[src/rtl/fetch_queue_pkg.sv]
// Shared definitions for the instruction fetch queue: default widths, reset PC,
// FSM state encoding and the canonical NOP word.
package fetch_queue_pkg;

  localparam int unsigned XLEN_DEF     = 64;
  localparam logic [63:0] RESET_PC_DEF = 64'd0;
  localparam logic [31:0] NOP          = 32'h0000_0013;

  // DRAIN while responses to squashed requests are still inbound
  typedef enum logic {
    RUN   = 1'b0,
    DRAIN = 1'b1
  } fq_state_e;

endpackage

[src/rtl/fetch_queue_if.sv]
// Instruction memory channel: valid/ready request, in-order response without backpressure.
interface fetch_queue_if
  import fetch_queue_pkg::*;
#(
  parameter int unsigned XLEN = XLEN_DEF
) ();

  logic            imem_req_valid;
  logic            imem_req_ready;
  logic [XLEN-1:0] imem_req_addr;
  logic            imem_resp_valid;
  logic [31:0]     imem_resp_data;

  modport master (
    output imem_req_valid,
    output imem_req_addr,
    input  imem_req_ready,
    input  imem_resp_valid,
    input  imem_resp_data
  );

  modport slave (
    input  imem_req_valid,
    input  imem_req_addr,
    output imem_req_ready,
    output imem_resp_valid,
    output imem_resp_data
  );

endinterface

[src/rtl/fetch_fifo.sv]
// Registered DEPTH x W FIFO with occupancy count, synchronous clear and
// simultaneous push/pop. DEPTH must be a power of two so pointers wrap naturally.
module fetch_fifo #(
  parameter int unsigned DEPTH = 4,
  parameter int unsigned W     = 96
) (
  input  logic                       clk,
  input  logic                       rst,
  input  logic                       clear,
  input  logic                       push,
  input  logic [W-1:0]               push_data,
  input  logic                       pop,
  output logic [W-1:0]               head_data,
  output logic [$clog2(DEPTH+1)-1:0] count
);

  localparam int unsigned AW = $clog2(DEPTH);
  localparam int unsigned CW = $clog2(DEPTH+1);

  logic [W-1:0]  mem [DEPTH];
  logic [AW-1:0] wr_ptr;
  logic [AW-1:0] rd_ptr;

  // Storage is reset too so the head reads zero straight out of reset
  always_ff @(posedge clk) begin
    if (rst) begin
      mem    <= '{default: '0};
      wr_ptr <= '0;
      rd_ptr <= '0;
      count  <= '0;
    end else if (clear) begin
      wr_ptr <= '0;
      rd_ptr <= '0;
      count  <= '0;
    end else begin
      if (push) begin
        mem[wr_ptr] <= push_data;
        wr_ptr      <= wr_ptr + AW'(1);
      end
      if (pop) begin
        rd_ptr <= rd_ptr + AW'(1);
      end
      count <= count + CW'(push) - CW'(pop);
    end
  end

  assign head_data = mem[rd_ptr];

endmodule

[src/rtl/fetch_queue.sv]
// Fetch stage: owns the PC, issues credit-limited word requests, queues returned
// instructions for decode and squashes in-flight responses on redirect.
// Optional build macro FETCH_PERF_EN adds delivered/redirect performance counters.
module fetch_queue
  import fetch_queue_pkg::*;
#(
  parameter int unsigned     XLEN     = XLEN_DEF,
  parameter int unsigned     DEPTH    = 4,
  parameter logic [XLEN-1:0] RESET_PC = XLEN'(RESET_PC_DEF)
) (
  input  logic             clk,
  input  logic             pc_reset,
  fetch_queue_if.master    imem,
  input  logic             redirect_valid,
  input  logic [XLEN-1:0]  redirect_pc,
  output logic             inst_valid,
  input  logic             inst_ready,
  output logic [31:0]      inst,
  output logic [XLEN-1:0]  inst_pc,
  output logic [XLEN-1:0]  inst_pc_plus_4
`ifdef FETCH_PERF_EN
  ,
  output logic [31:0]      perf_fetched,
  output logic [31:0]      perf_flushes
`endif
);

  localparam int unsigned CW = $clog2(DEPTH+1);
  localparam int unsigned SW = CW + 1;
  localparam int unsigned EW = 32 + XLEN;
  localparam logic [XLEN-1:0] ALIGN_MASK = ~XLEN'(3);
  localparam logic [XLEN-1:0] PC_RST     = RESET_PC & ALIGN_MASK;

  fq_state_e       state, state_n;
  logic [XLEN-1:0] fetch_pc, fetch_pc_n;
  logic [XLEN-1:0] resp_pc, resp_pc_n;
  logic [CW-1:0]   outstanding, outstanding_n;
  logic [CW-1:0]   discard, discard_n;
  logic [CW-1:0]   count;
  logic            req_valid_c;
  logic            req_fire;
  logic            push;
  logic            pop;
  logic [EW-1:0]   head;

  // State register
  always_ff @(posedge clk) begin
    if (pc_reset) begin
      state       <= RUN;
      fetch_pc    <= PC_RST;
      resp_pc     <= PC_RST;
      outstanding <= '0;
      discard     <= '0;
    end else begin
      state       <= state_n;
      fetch_pc    <= fetch_pc_n;
      resp_pc     <= resp_pc_n;
      outstanding <= outstanding_n;
      discard     <= discard_n;
    end
  end

  // Next state: redirect wins over request, response and pop in its cycle
  always_comb begin
    state_n       = state;
    fetch_pc_n    = fetch_pc;
    resp_pc_n     = resp_pc;
    outstanding_n = outstanding;
    discard_n     = discard;
    push          = 1'b0;
    pop           = 1'b0;

    req_valid_c = !pc_reset && !redirect_valid &&
                  ((SW'(count) + SW'(outstanding)) < SW'(DEPTH));
    req_fire    = req_valid_c && imem.imem_req_ready;

    if (redirect_valid) begin
      fetch_pc_n    = redirect_pc & ALIGN_MASK;
      resp_pc_n     = redirect_pc & ALIGN_MASK;
      outstanding_n = outstanding - CW'(imem.imem_resp_valid);
      discard_n     = outstanding - CW'(imem.imem_resp_valid);
    end else begin
      pop = inst_valid && inst_ready;
      if (req_fire) begin
        fetch_pc_n = fetch_pc + XLEN'(4);
      end
      if (imem.imem_resp_valid) begin
        case (state)
          RUN: begin
            push      = 1'b1;
            resp_pc_n = resp_pc + XLEN'(4);
          end
          DRAIN:   discard_n = discard - CW'(1);
          default: ;
        endcase
      end
      outstanding_n = outstanding + CW'(req_fire) - CW'(imem.imem_resp_valid);
    end

    state_n = (discard_n != '0) ? DRAIN : RUN;
  end

  fetch_fifo #(
    .DEPTH (DEPTH),
    .W     (EW)
  ) u_fifo (
    .clk       (clk),
    .rst       (pc_reset),
    .clear     (redirect_valid),
    .push      (push),
    .push_data ({resp_pc, imem.imem_resp_data}),
    .pop       (pop),
    .head_data (head),
    .count     (count)
  );

  assign imem.imem_req_valid = req_valid_c;
  assign imem.imem_req_addr  = fetch_pc;
  assign inst_valid          = (count != '0);
  assign inst                = head[31:0];
  assign inst_pc             = head[EW-1:32];
  assign inst_pc_plus_4      = head[EW-1:32] + XLEN'(4);

`ifdef FETCH_PERF_EN
  // Wrapping event counters
  always_ff @(posedge clk) begin
    if (pc_reset) begin
      perf_fetched <= '0;
      perf_flushes <= '0;
    end else begin
      if (pop) begin
        perf_fetched <= perf_fetched + 32'd1;
      end
      if (redirect_valid) begin
        perf_flushes <= perf_flushes + 32'd1;
      end
    end
  end
`endif

endmodule

[src/flat_wrapper.sv]
// flat-port wrapper written by rule: the top's interface ports become plain ports
module fetch_queue_flat import fetch_queue_pkg::*;
#(
  parameter int unsigned     XLEN     = XLEN_DEF,
  parameter int unsigned     DEPTH    = 4,
  parameter logic [XLEN-1:0] RESET_PC = XLEN'(RESET_PC_DEF)
)
  (clk, pc_reset, redirect_valid, redirect_pc, inst_valid, inst_ready, inst, inst_pc, inst_pc_plus_4, imem_imem_req_valid, imem_imem_req_addr, imem_imem_req_ready, imem_imem_resp_valid, imem_imem_resp_data);
  fetch_queue_if #(.XLEN(XLEN)) imem_i ();
  input  logic clk;
  input  logic pc_reset;
  input  logic redirect_valid;
  input  logic [XLEN-1:0] redirect_pc;
  output logic inst_valid;
  input  logic inst_ready;
  output logic [31:0] inst;
  output logic [XLEN-1:0] inst_pc;
  output logic [XLEN-1:0] inst_pc_plus_4;
  output wire logic [$bits(imem_i.imem_req_valid)-1:0] imem_imem_req_valid;
  output wire logic [$bits(imem_i.imem_req_addr)-1:0] imem_imem_req_addr;
  input wire logic [$bits(imem_i.imem_req_ready)-1:0] imem_imem_req_ready;
  input wire logic [$bits(imem_i.imem_resp_valid)-1:0] imem_imem_resp_valid;
  input wire logic [$bits(imem_i.imem_resp_data)-1:0] imem_imem_resp_data;
  assign imem_imem_req_valid = imem_i.imem_req_valid;
  assign imem_imem_req_addr = imem_i.imem_req_addr;
  assign imem_i.imem_req_ready = imem_imem_req_ready;
  assign imem_i.imem_resp_valid = imem_imem_resp_valid;
  assign imem_i.imem_resp_data = imem_imem_resp_data;
  fetch_queue #(.XLEN(XLEN), .DEPTH(DEPTH), .RESET_PC(RESET_PC)) u_core (.clk(clk), .pc_reset(pc_reset), .imem(imem_i), .redirect_valid(redirect_valid), .redirect_pc(redirect_pc), .inst_valid(inst_valid), .inst_ready(inst_ready), .inst(inst), .inst_pc(inst_pc), .inst_pc_plus_4(inst_pc_plus_4));
endmodule
[config.mk]
export PLATFORM = sky130hd
export DESIGN_NAME = fetch_queue_flat
export DESIGN_NICKNAME = d
export VERILOG_FILES = /design/src/rtl/fetch_queue_pkg.sv /design/src/rtl/fetch_queue_if.sv /design/src/rtl/fetch_fifo.sv /design/src/rtl/fetch_queue.sv /design/src/flat_wrapper.sv
export SDC_FILE = /design/constraint.sdc
export NUM_CORES = 1
export LEC_CHECK = 0
export ABC_AREA = 1
export ABC_CLOCK_PERIOD_IN_PS = 3000
export CORE_MARGIN = 8
export CORE_UTILIZATION = 50
export CTS_BUF_LIST = sky130_fd_sc_hd__clkbuf_8
export CTS_CLUSTER_SIZE = 40
export DETAILED_ROUTE_END_ITERATION = 6
export GPL_ROUTABILITY_DRIVEN = 1
export PLACE_DENSITY_LB_ADDON = 0.2
export SYNTH_ARGS = -nofsm -noshare
export SYNTH_HDL_FRONTEND = slang
export SYNTH_SLANG_ARGS = --single-unit
[constraint.sdc]
create_clock -name clk -period 3 [get_ports clk]
set_input_delay 0.45 -clock clk [delete_from_list [all_inputs] [get_ports clk]]
set_output_delay 0.45 -clock clk [all_outputs]
set_load 0.05 [all_outputs]
After elaboration in Yosys (flattened, before gate mapping)
Cells that the tools add are included.
- register bits: 526
- latch bits: 0
- RAM bits: 0
- memory bits (read-only): 0
- input bits: 102
- output and inout bits: 226
- word-level logic and storage cells: 70
- memories kept: 0
- add/subtract/negate cells: 12
- $mul: 0
- div/mod/pow operators: 0
- $lt $le $gt $ge: 4
- equal/unequal tests: 1
- shift-type cells: 0
- muxes and demuxes: 20
- bitwise logic cells: 4
- reductions and logical operators: 15
- operators by type and width (kind ; count):
    384-bit bitwise mux ; 1
    64-bit 2-to-1 mux ; 5
    96-bit 2-to-1 mux ; 3
    64-bit by 3-bit adder with 64-bit output, second input constant ; 3
    96-bit binary-select mux with 2-bit select ; 1
    96-bit demux with 2-bit select ; 1
    3-bit 2-to-1 mux ; 4
    3-bit by 1-bit subtractor with 3-bit output ; 3
    3-bit by 1-bit adder with 3-bit output ; 2
    3-bit greater-or-equal comparator, second input constant ; 2
    2-bit NOT with 3-bit output ; 2
    2-bit AND reduction ; 3
    3-bit nonzero test ; 2
    1-bit logical AND ; 5
    1-bit 2-to-1 mux ; 5
    2-bit by 1-bit adder with 2-bit output, second input constant ; 2
    3-bit by 3-bit adder with 4-bit output ; 1
    4-bit by 3-bit < comparator with 1-bit output, second input constant ; 1
    2-bit nonzero test ; 2
    3-bit by 1-bit < comparator with 1-bit output, second input constant ; 1
    3-bit by 1-bit subtractor with 3-bit output, second input constant ; 1
    1-bit zero test ; 2
    2-bit != test, second input constant ; 1
    1-bit NOT ; 2
    2-bit OR reduction ; 1

Depth between registers and ports, before layout
Gate-level depths: netlist of the first run.
- depth after elaboration: 7
- gate-level depth with buffers: 15
- mapped depth without buffers: 13

Cells and area by module
From an unflattened synthesis of the first run, not the netlist that was laid out.
- cells, all modules: 5041
- area, all modules: 30137.7 µm²
- modules (own cells, without submodules) (module ; times used ; cells each ; area an instance (µm²) ; seq. area each (µm²)):
    fetch_fifo ; 1 ; 3024 ; 18785.5 ; 7827.5
    fetch_queue ; 1 ; 2017 ; 11352.1 ; 2622.5

Worst setup path after synthesis of the first run
Ideal clock, no wire load.
- path type: register -> output
- start: register u_core.u_fifo.rd_ptr[0]
- end: output inst_pc_plus_4[28]
- data arrival time: 2871 ps
- data required time: 2550 ps
- path slack: -321 ps
- cell stages (with the launch flop): 13
- path buffers: 2
- cell sequence: dfxtp_1 buf_6 buf_6 nor2_1 nor2_1 o21ai_0 nand2_1 ha_1 nand2_1 nor2_4 nand2_1 nor2_4 xor2_1
- cells in the longest elaborated chain, start to end: 5
- ends and longest elaborated chain (item ; line ; text):
    start: declaration ; fetch_fifo.sv:22 ; logic [AW-1:0] rd_ptr;
    start signal: assignment ; fetch_fifo.sv:41 ; rd_ptr <= rd_ptr + AW'(1);
    2-bit NOT with 3-bit output (not written as such) ; fetch_fifo.sv:47 ; assign head_data = mem[rd_ptr];
    96-bit binary-select mux with 2-bit select ; fetch_fifo.sv:47 ;
    96-bit 2-to-1 mux (not written as such) (2 in a row) ; fetch_fifo.sv:47 ;
    net inst_pc[2] ; flat_wrapper.sv:17 ; output logic [XLEN-1:0] inst_pc;
    64-bit by 3-bit adder with 64-bit output ; fetch_queue.sv:122 ; assign inst_pc_plus_4 = head[EW-1:32] + XLEN'(4);
    end: declaration ; flat_wrapper.sv:18 ; output logic [XLEN-1:0] inst_pc_plus_4;
The timed path passes the listed nets, and every way through them passes these cells. The select of a mux whose other input is x is not followed.

Worst setup path in the final report of the first run
- start: register u_core.u_fifo.rd_ptr[0]
- end: output inst_pc_plus_4[45]
- cells in the longest elaborated chain, start to end: 5
- ends and longest elaborated chain (item ; line):
    2-bit NOT with 3-bit output (not written as such) ; fetch_fifo.sv:47
    96-bit binary-select mux with 2-bit select ; fetch_fifo.sv:47
    96-bit 2-to-1 mux (not written as such) (2 in a row) ; fetch_fifo.sv:47
    64-bit by 3-bit adder with 64-bit output ; fetch_queue.sv:122
Every way passes these cells. The select of a mux whose other input is x is not followed.

==> results of run 1 <==
## area by class of cell
type	count	share of cell area, %
clock inverters	47	0.9075
diodes	6	0.04018
inverters	299	3.118
well taps	696	2.331
clock buffers	107	3.941
repair buffers	551	17.78
flip-flops and latches	514	27.56
multi-input cells	3267	44.30
repair inverters	1	0.02344
## worst min-delay path, stage by stage
cell and delay [ns]:
buf_4 0.08, nor2_1 0.05, buf_4 0.22, nand2_1 0.10
o22ai_1 0.05
## routing by layer
metal | up-vias | part of all wire, %
li1 | 14767 | -
met1 | 14166 | 40
met2 | 1514 | 46
met3 | 310 | 8.8
met4 | 0 | 5.4
met5 | - | 0
## power by group through the flow
stage,Sequential (mW),Clock [mW],Combinational [mW]
6_report,7.36,6.59,3.68
5_1_grt,7.38,6.99,3.89
4_1_cts,7.34,6.63,3.56
3_5_place_dp,7.49,0,3.42
3_3_place_gp,7.49,0,3.39
2_1_floorplan,7.57,0,1.78
## worst paths after layout
| check | start | endpoint | cells past startpoint |
|---|---|---|---|
| worst max-delay path | u_core.u_fifo.rd_ptr[0]$_SDFFE_PP0P_ | inst_pc_plus_4[45] | 16 |
| worst min register to register | u_core.u_fifo.mem[115]$_SDFFE_PP0P_ | u_core.u_fifo.mem[115]$_SDFFE_PP0P_ | 2 |
| worst min-delay path | pc_reset | u_core.imem.imem_req_addr[45]$_SDFFE_PP0P_ | 5 |
| worst max register to register | u_core.imem.imem_req_addr[2]$_SDFFE_PP0P_ | u_core.imem.imem_req_addr[42]$_SDFFE_PP0P_ | 10 |
## sequential cells by signal, summed over array words and instances (netlist names)
name and count:
u_core.outstanding 3, u_core.u_fifo.rd_ptr 2, u_core.u_fifo.mem 376, u_core.discard 3, u_core.state 1, u_core.u_fifo.count 3, u_core.resp_pc 62, u_core.imem.imem_req_addr 62
u_core.u_fifo.wr_ptr 2
## cell families after synthesis
family	share of synthesized area (%)
AOI/OAI and AO/OA	17.70
xor gates and xnor gates	2.528
adders and majority gates	0.8779
buffers and inverters	8.440
DFF	37.60
other	0.01370
and+or+nand+nor	32.83
## synthesized netlist by cell type (3+ instances only)
cell	number	share of area, %
nand2_1	1050	14
nor2_1	801	11
o21ai_0	543	9.9
dfxtp_1	514	38
a21oi_1	298	5.5
inv_1	288	4.0
nand3_1	260	4.8
clkbuf_1	143	2.0
xor2_1	70	2.2
buf_2	61	1.1
a31oi_1	45	1.0
o22ai_1	41	0.94
nand4_1	32	0.73
nor2_2	32	0.73
buf_4	23	0.63
ha_1	16	0.73
nand2_2	15	0.34
nor3_1	13	0.24
buf_6	11	0.45
inv_2	10	0.14
nor2_4	9	0.37
xnor2_1	9	0.29
buf_1	5	0.069
o21ai_1	4	0.073
o21bai_1	4	0.11
and2_1	3	0.069
or2_2	3	0.069
## stage by stage
| step | power, mW | cell area [µm²] | setup WS, ns |
|---|---|---|---|
| finish | 17.62 | 37360 | -0.5384 |
| global route | 18.26 | 37360 | -0.6458 |
| CTS | 17.53 | 36440 | -0.4786 |
| detailed placement | 10.91 | 32940 | 0.02654 |
| global placement | 10.88 | 32940 | 0.01240 |
| floorplan | 9.355 | 27510 | -0.01159 |
## what timing repair did
| action | in CTS | in global routing |
|---|---|---|
| resized for setup | 305 | 171 |
| cloned | 9 | 1 |
| setup buffers | 45 | 26 |
| pin swaps | 78 | 65 |
| setup endpoints to repair | 60 | 68 |
==> results.py, run 1 <==
metrics = {
    "sta": {
        "timing.final.crit_share_pct": 117.9,
        "max_slew_margin_pct": 43.87,
        "worst_slew_pin_slew_ns": 0.8420,
        "finClkSkew_ns": 0.05160,
        "setup-violations-final": 59,
        "max_freq_ghz": 0.2826,
        "setup_ws_ns": -0.5384,
        "layout_min_cycle_time_ns": 3.538,
        "finalHoldViolCount": 0,
        "slew_violations": 0,
        "rsz0062_at_grt": "true",
        "whs_ns": 0.3142,
        "tns_ns": -23.95,
    },
    "layout": {
        "multi_input_area_um2": 16550,
        "area_delta_synth_final_pct": 36.54,
        "final_cell_mix": "914 x nand2_1, 694 x nor2_1, 541 x o21ai_0",
        "num-nets-final": 4841,
        "drive_above_1_share_pct": 18.97,
        "seqCellArea_um2": 10300,
        "final_util_pct": 69.30,
        "fin_cells": 5488,
        "final_common_cell": "nand2_1",
        "nFillCells": 4585,
    },
    "synth": {
        "async_flop_share_pct": 0,
        "netlist_instances": 4320,
        "syn_avg_cell_area_um2": 6.334,
        "synth_cell_types": 42,
        "synth-edff-count": 0,
        "yosys_warnings": 0,
        "synthesis.area_um2": 27360,
        "ys_seq_area_share_pct": 37.60,
        "ys_ff_latch": 514,
        "synth-main-ff-cell": "dfxtp_1",
    },
    "die": {
        "num_io_pins": 328,
        "fp-row-count": 85,
        "die_h_um": 249.9,
        "start_util_pct": 50.75,
        "die_x_um": 249.9,
        "die_area_um2": 62470,
        "coreArea_um2": 53920,
    },
    "global_routing": {
        "grt_util_all_layers_pct": 32.32,
        "met1_usage_pct": 40.41,
        "grt_pass1_wl_um": 162500,
        "grt_pass1_vias": 28721,
        "use_met3_pct": 6.547,
        "antenna_found_initial": 5,
        "grtUsageMet2_pct": 52.54,
        "grt_busiest_layer": "met2",
        "overflow": 0,
        "grt_max_degree": 117,
    },
    "power_and_ir_drop": {
        "cellLeakagePower_nw": 14.89,
        "ir_worst_vdd_v": 0.0003477,
        "p_int_mw": 11.97,
        "p_seq_share_pct": 41.7,
        "p_sw_mw": 5.651,
        "switching_share_pct": 32.06,
        "p_clk_share_pct": 37.4,
        "powerDensity_nw_per_um2": 471.7,
        "combPwrFrac_pct": 20.9,
    },
    "route": {
        "ant_nets": 0,
        "vias": 30757,
        "drc_errors": 0,
        "wl_per_cell_um": 19.75,
        "drtPass1Iterations": 6,
        "vias_per_cell": 5.604,
        "finalWirelength_um": 108400,
        "drt_iter0_markers": 3099,
    },
    "worst_hold_path": {
        "hold_path_class": "primary input to register",
    },
    "placed_design": {
        "post-dp-hpwl_um": 74760,
        "place_congestion": 1.019,
        "numPortBuffers": 319,
        "dp_cells": 5249,
    },
    "setup_path": {
        "path_buf_inv": 5,
        "crit_family": "simple AND/OR/NAND/NOR gates",
        "path_max_fanout": 19,
        "cp.required_ns": 2.55,
        "crit_type": "register to primary output",
        "path_common_cell": "nand2_1",
        "critPathMaxStageDelay_ns": 0.41,
        "cp.arrival_ns": 3.09,
        "crit_chain": "inv_12 > buf_12 > buf_16 > nand2_1 > nand3_1 > nand2_4 > nor2_4 > nand2_1 > nor2_2 > buf_4 > nand2_1 > nor2_4 > nand2_1 > nand2_1 > nand2_2 > buf_12",
        "cp_slowest_cell": "dfxtp_4",
        "end_kind": "primary output",
        "start_kind": "register",
        "r2r_slack_ns": 0.45,
    },
    "cts": {
        "h-tree-depth": 3,
        "max-clock-path-buffers": 3,
        "clk_pin_slew_ns": 0.06,
        "hold_buffers": 0,
        "numCtsBuffers": 87,
        "numClockSinks": 514,
        "cts_tree": "yes",
        "root_buffer": "clkbuf_8",
        "clock_latency_ns": 0.71,
    },
    "outcome": {
        "violations": "setup timing",
        "outcome": "finished with violations",
    },
    "flow_run": {
        "cap_violations": 0,
    },
}
Power figures use the tool's default switching activity.
==> run 2, diff against run 1 <==
--- a/config.mk
+++ b/config.mk
@@ -6,7 +6,7 @@
 export NUM_CORES = 1
 export LEC_CHECK = 0
 export ABC_AREA = 1
-export ABC_CLOCK_PERIOD_IN_PS = 3000
+export ABC_CLOCK_PERIOD_IN_PS = 4100
 export CORE_MARGIN = 8
 export CORE_UTILIZATION = 50
 export CTS_BUF_LIST = sky130_fd_sc_hd__clkbuf_8
@@ -14,6 +14,7 @@
 export DETAILED_ROUTE_END_ITERATION = 6
 export GPL_ROUTABILITY_DRIVEN = 1
 export PLACE_DENSITY_LB_ADDON = 0.2
+export SKIP_LAST_GASP = 1
 export SYNTH_ARGS = -nofsm -noshare
 export SYNTH_HDL_FRONTEND = slang
 export SYNTH_SLANG_ARGS = --single-unit
==> constraint.sdc (replaced) <==
create_clock -name clk -period 4.1 [get_ports clk]
set_input_delay 0.615 -clock clk [delete_from_list [all_inputs] [get_ports clk]]
set_output_delay 0.615 -clock clk [all_outputs]
set_load 0.05 [all_outputs]
==> results.py, run 2 (synthesized netlist as in run 1, its figures left out) <==
metrics = {
    "outcome": {
        "outcome": "complete, no violations",
    },
    "route": {
        "finalWirelength_um": 100900,
        "vias": 29412,
        "ant_nets": 0,
        "drtPass1Iterations": 6,
        "wl_per_cell_um": 19.03,
        "vias_per_cell": 5.548,
        "drt_iter0_markers": 2880,
        "drc_errors": 0,
    },
    "global_routing": {
        "overflow": 0,
        "grt_pass1_wl_um": 154300,
        "grt_pass1_vias": 26819,
        "antenna_found_initial": 2,
        "grt_util_all_layers_pct": 30.58,
        "grt_max_degree": 168,
    },
    "sta": {
        "whs_ns": 0.3704,
        "setup_ws_ns": 0.1815,
        "slew_violations": 0,
        "max_slew_margin_pct": 35.34,
        "max_freq_ghz": 0.2552,
        "rsz0062_at_grt": "true",
        "timing.final.crit_share_pct": 95.57,
        "setup-violations-final": 0,
        "worst_slew_pin_slew_ns": 0.9699,
        "finClkSkew_ns": 0.04811,
        "finalHoldViolCount": 0,
        "layout_min_cycle_time_ns": 3.919,
        "tns_ns": 0,
    },
    "setup_path": {
        "cp.required_ns": 3.48,
        "path_max_fanout": 8,
        "start_kind": "register",
        "cp.arrival_ns": 3.30,
        "timing.rr.start": "u_core.u_fifo.count[1]$_SDFF_PP0_",
        "r2r_slack_ns": 1.18,
        "crit_type": "register to primary output",
        "reg2reg_to": "u_core.imem.imem_req_addr[29]$_SDFFE_PP0P_",
        "rr_worst_depth": 11,
        "end_kind": "primary output",
    },
    "die": {
        "fp-row-count": 85,
        "start_util_pct": 50.75,
        "num_io_pins": 328,
        "coreArea_um2": 53920,
        "die_x_um": 249.9,
        "die_h_um": 249.9,
        "die_area_um2": 62470,
    },
    "layout": {
        "fin_cells": 5301,
        "final_area_um2": 33210,
        "drive_above_1_share_pct": 8.060,
        "largest_reg_flops": 376,
        "final_util_pct": 61.58,
        "num-nets-final": 4658,
        "final_common_cell": "nand2_1",
        "final_cell_mix": "1049 x nand2_1, 800 x nor2_1, 543 x o21ai_0",
        "area_delta_synth_final_pct": 21.35,
        "regMostFlops": "u_core.u_fifo.mem",
    },
    "power_and_ir_drop": {
        "total_power_mw": 12.50,
        "cellLeakagePower_nw": 13.11,
        "p_sw_mw": 3.963,
        "p_int_mw": 8.540,
        "p_seq_share_pct": 43.1,
        "combPwrFrac_pct": 18.6,
        "powerDensity_nw_per_um2": 376.5,
        "p_clk_share_pct": 38.3,
        "switching_share_pct": 31.70,
        "ir_worst_vdd_v": 0.0002440,
    },
    "cts": {
        "clock_latency_ns": 0.69,
        "h-tree-depth": 3,
        "root_buffer": "clkbuf_8",
        "cts_tree": "yes",
        "hold_buffers": 0,
        "numClockSinks": 514,
        "numCtsBuffers": 88,
        "max-clock-path-buffers": 3,
        "clk_pin_slew_ns": 0.07,
    },
    "placed_design": {
        "placed_area_um2": 31230,
        "dp_slack_ns": 0.5864,
        "numPortBuffers": 319,
        "place_congestion": 1.033,
        "dp_cells": 5136,
        "post-dp-hpwl_um": 70920,
    },
    "worst_hold_path": {
        "whs_path_depth": 3,
        "min_to": "u_core.resp_pc[10]$_SDFFE_PP0P_",
        "min_from": "redirect_valid",
        "hold_path_class": "primary input to register",
    },
    "flow_run": {
        "cap_violations": 0,
    },
}
-- run 2: power groups by stage --
stage | logic (mW) | clock network, mW | registers, mW
2_1_floorplan | 1.29 | 0 | 5.54
3_3_place_gp | 2.29 | 0 | 5.48
3_5_place_dp | 2.30 | 0 | 5.48
4_1_cts | 2.31 | 4.84 | 5.37
5_1_grt | 2.48 | 5.09 | 5.40
6_report | 2.33 | 4.79 | 5.38
-- run 2: final cells by class --
| cell class | count | area [µm²] |
|---|---|---|
| fillers | 5166 | 20710 |
| clock buffers | 108 | 1486 |
| repair buffers | 368 | 4273 |
| clock inverters | 47 | 321.6 |
| flip-flops and latches | 514 | 10300 |
| inverters | 299 | 1154 |
| well taps | 696 | 870.8 |
| multi-input cells | 3267 | 14800 |
| diodes | 2 | 5.005 |
-- run 2: worst max-delay path: stages, from the launching register on --
cell     delay [ns]
dfxtp_4        0.47
buf_4          0.15
nor2_1         0.04
nor2_1         0.06
o21ai_0        0.10
nand2_2        0.21
ha_2           0.32
nand2_1        0.20
nor2_4         0.21
nand2_1        0.15
nor2_4         0.26
xor2_1         0.27
buf_12         0.17
-- run 2: how the worst max path moves through the flow --
stage,start,endpoint,cells past startpoint
finish,u_core.u_fifo.rd_ptr[0]$_SDFFE_PP0P_,inst_pc_plus_4[28],12
floorplan,u_core.u_fifo.rd_ptr[0]$_SDFFE_PP0P_,inst_pc_plus_4[28],12
global route,u_core.u_fifo.rd_ptr[0]$_SDFFE_PP0P_,inst_pc_plus_4[28],11
global placement,u_core.u_fifo.rd_ptr[0]$_SDFFE_PP0P_,inst_pc_plus_4[30],10
CTS,u_core.u_fifo.rd_ptr[0]$_SDFFE_PP0P_,inst_pc_plus_4[22],12
detailed placement,u_core.u_fifo.rd_ptr[0]$_SDFFE_PP0P_,inst_pc_plus_4[32],12
-- run 2: per-layer routing --
metal / global-route usage, % / vias to the layer above / part of all wire (%)
li1: - / 14408 / -
met1: 40.23 / 13405 / 42
met2: 48.10 / 1358 / 44
met3: 6.298 / 241 / 8.9
met4: 13.54 / 0 / 4.6
met5: 0 / - / 0
-- run 2: what timing repair did --
action | 4_1_cts | 5_1_grt
gates cloned | 0 | 2
setup endpoints to repair | 57 | 44
gates resized for setup | 6 | 11
pin swaps | 0 | 1
setup buffers | 0 | 6
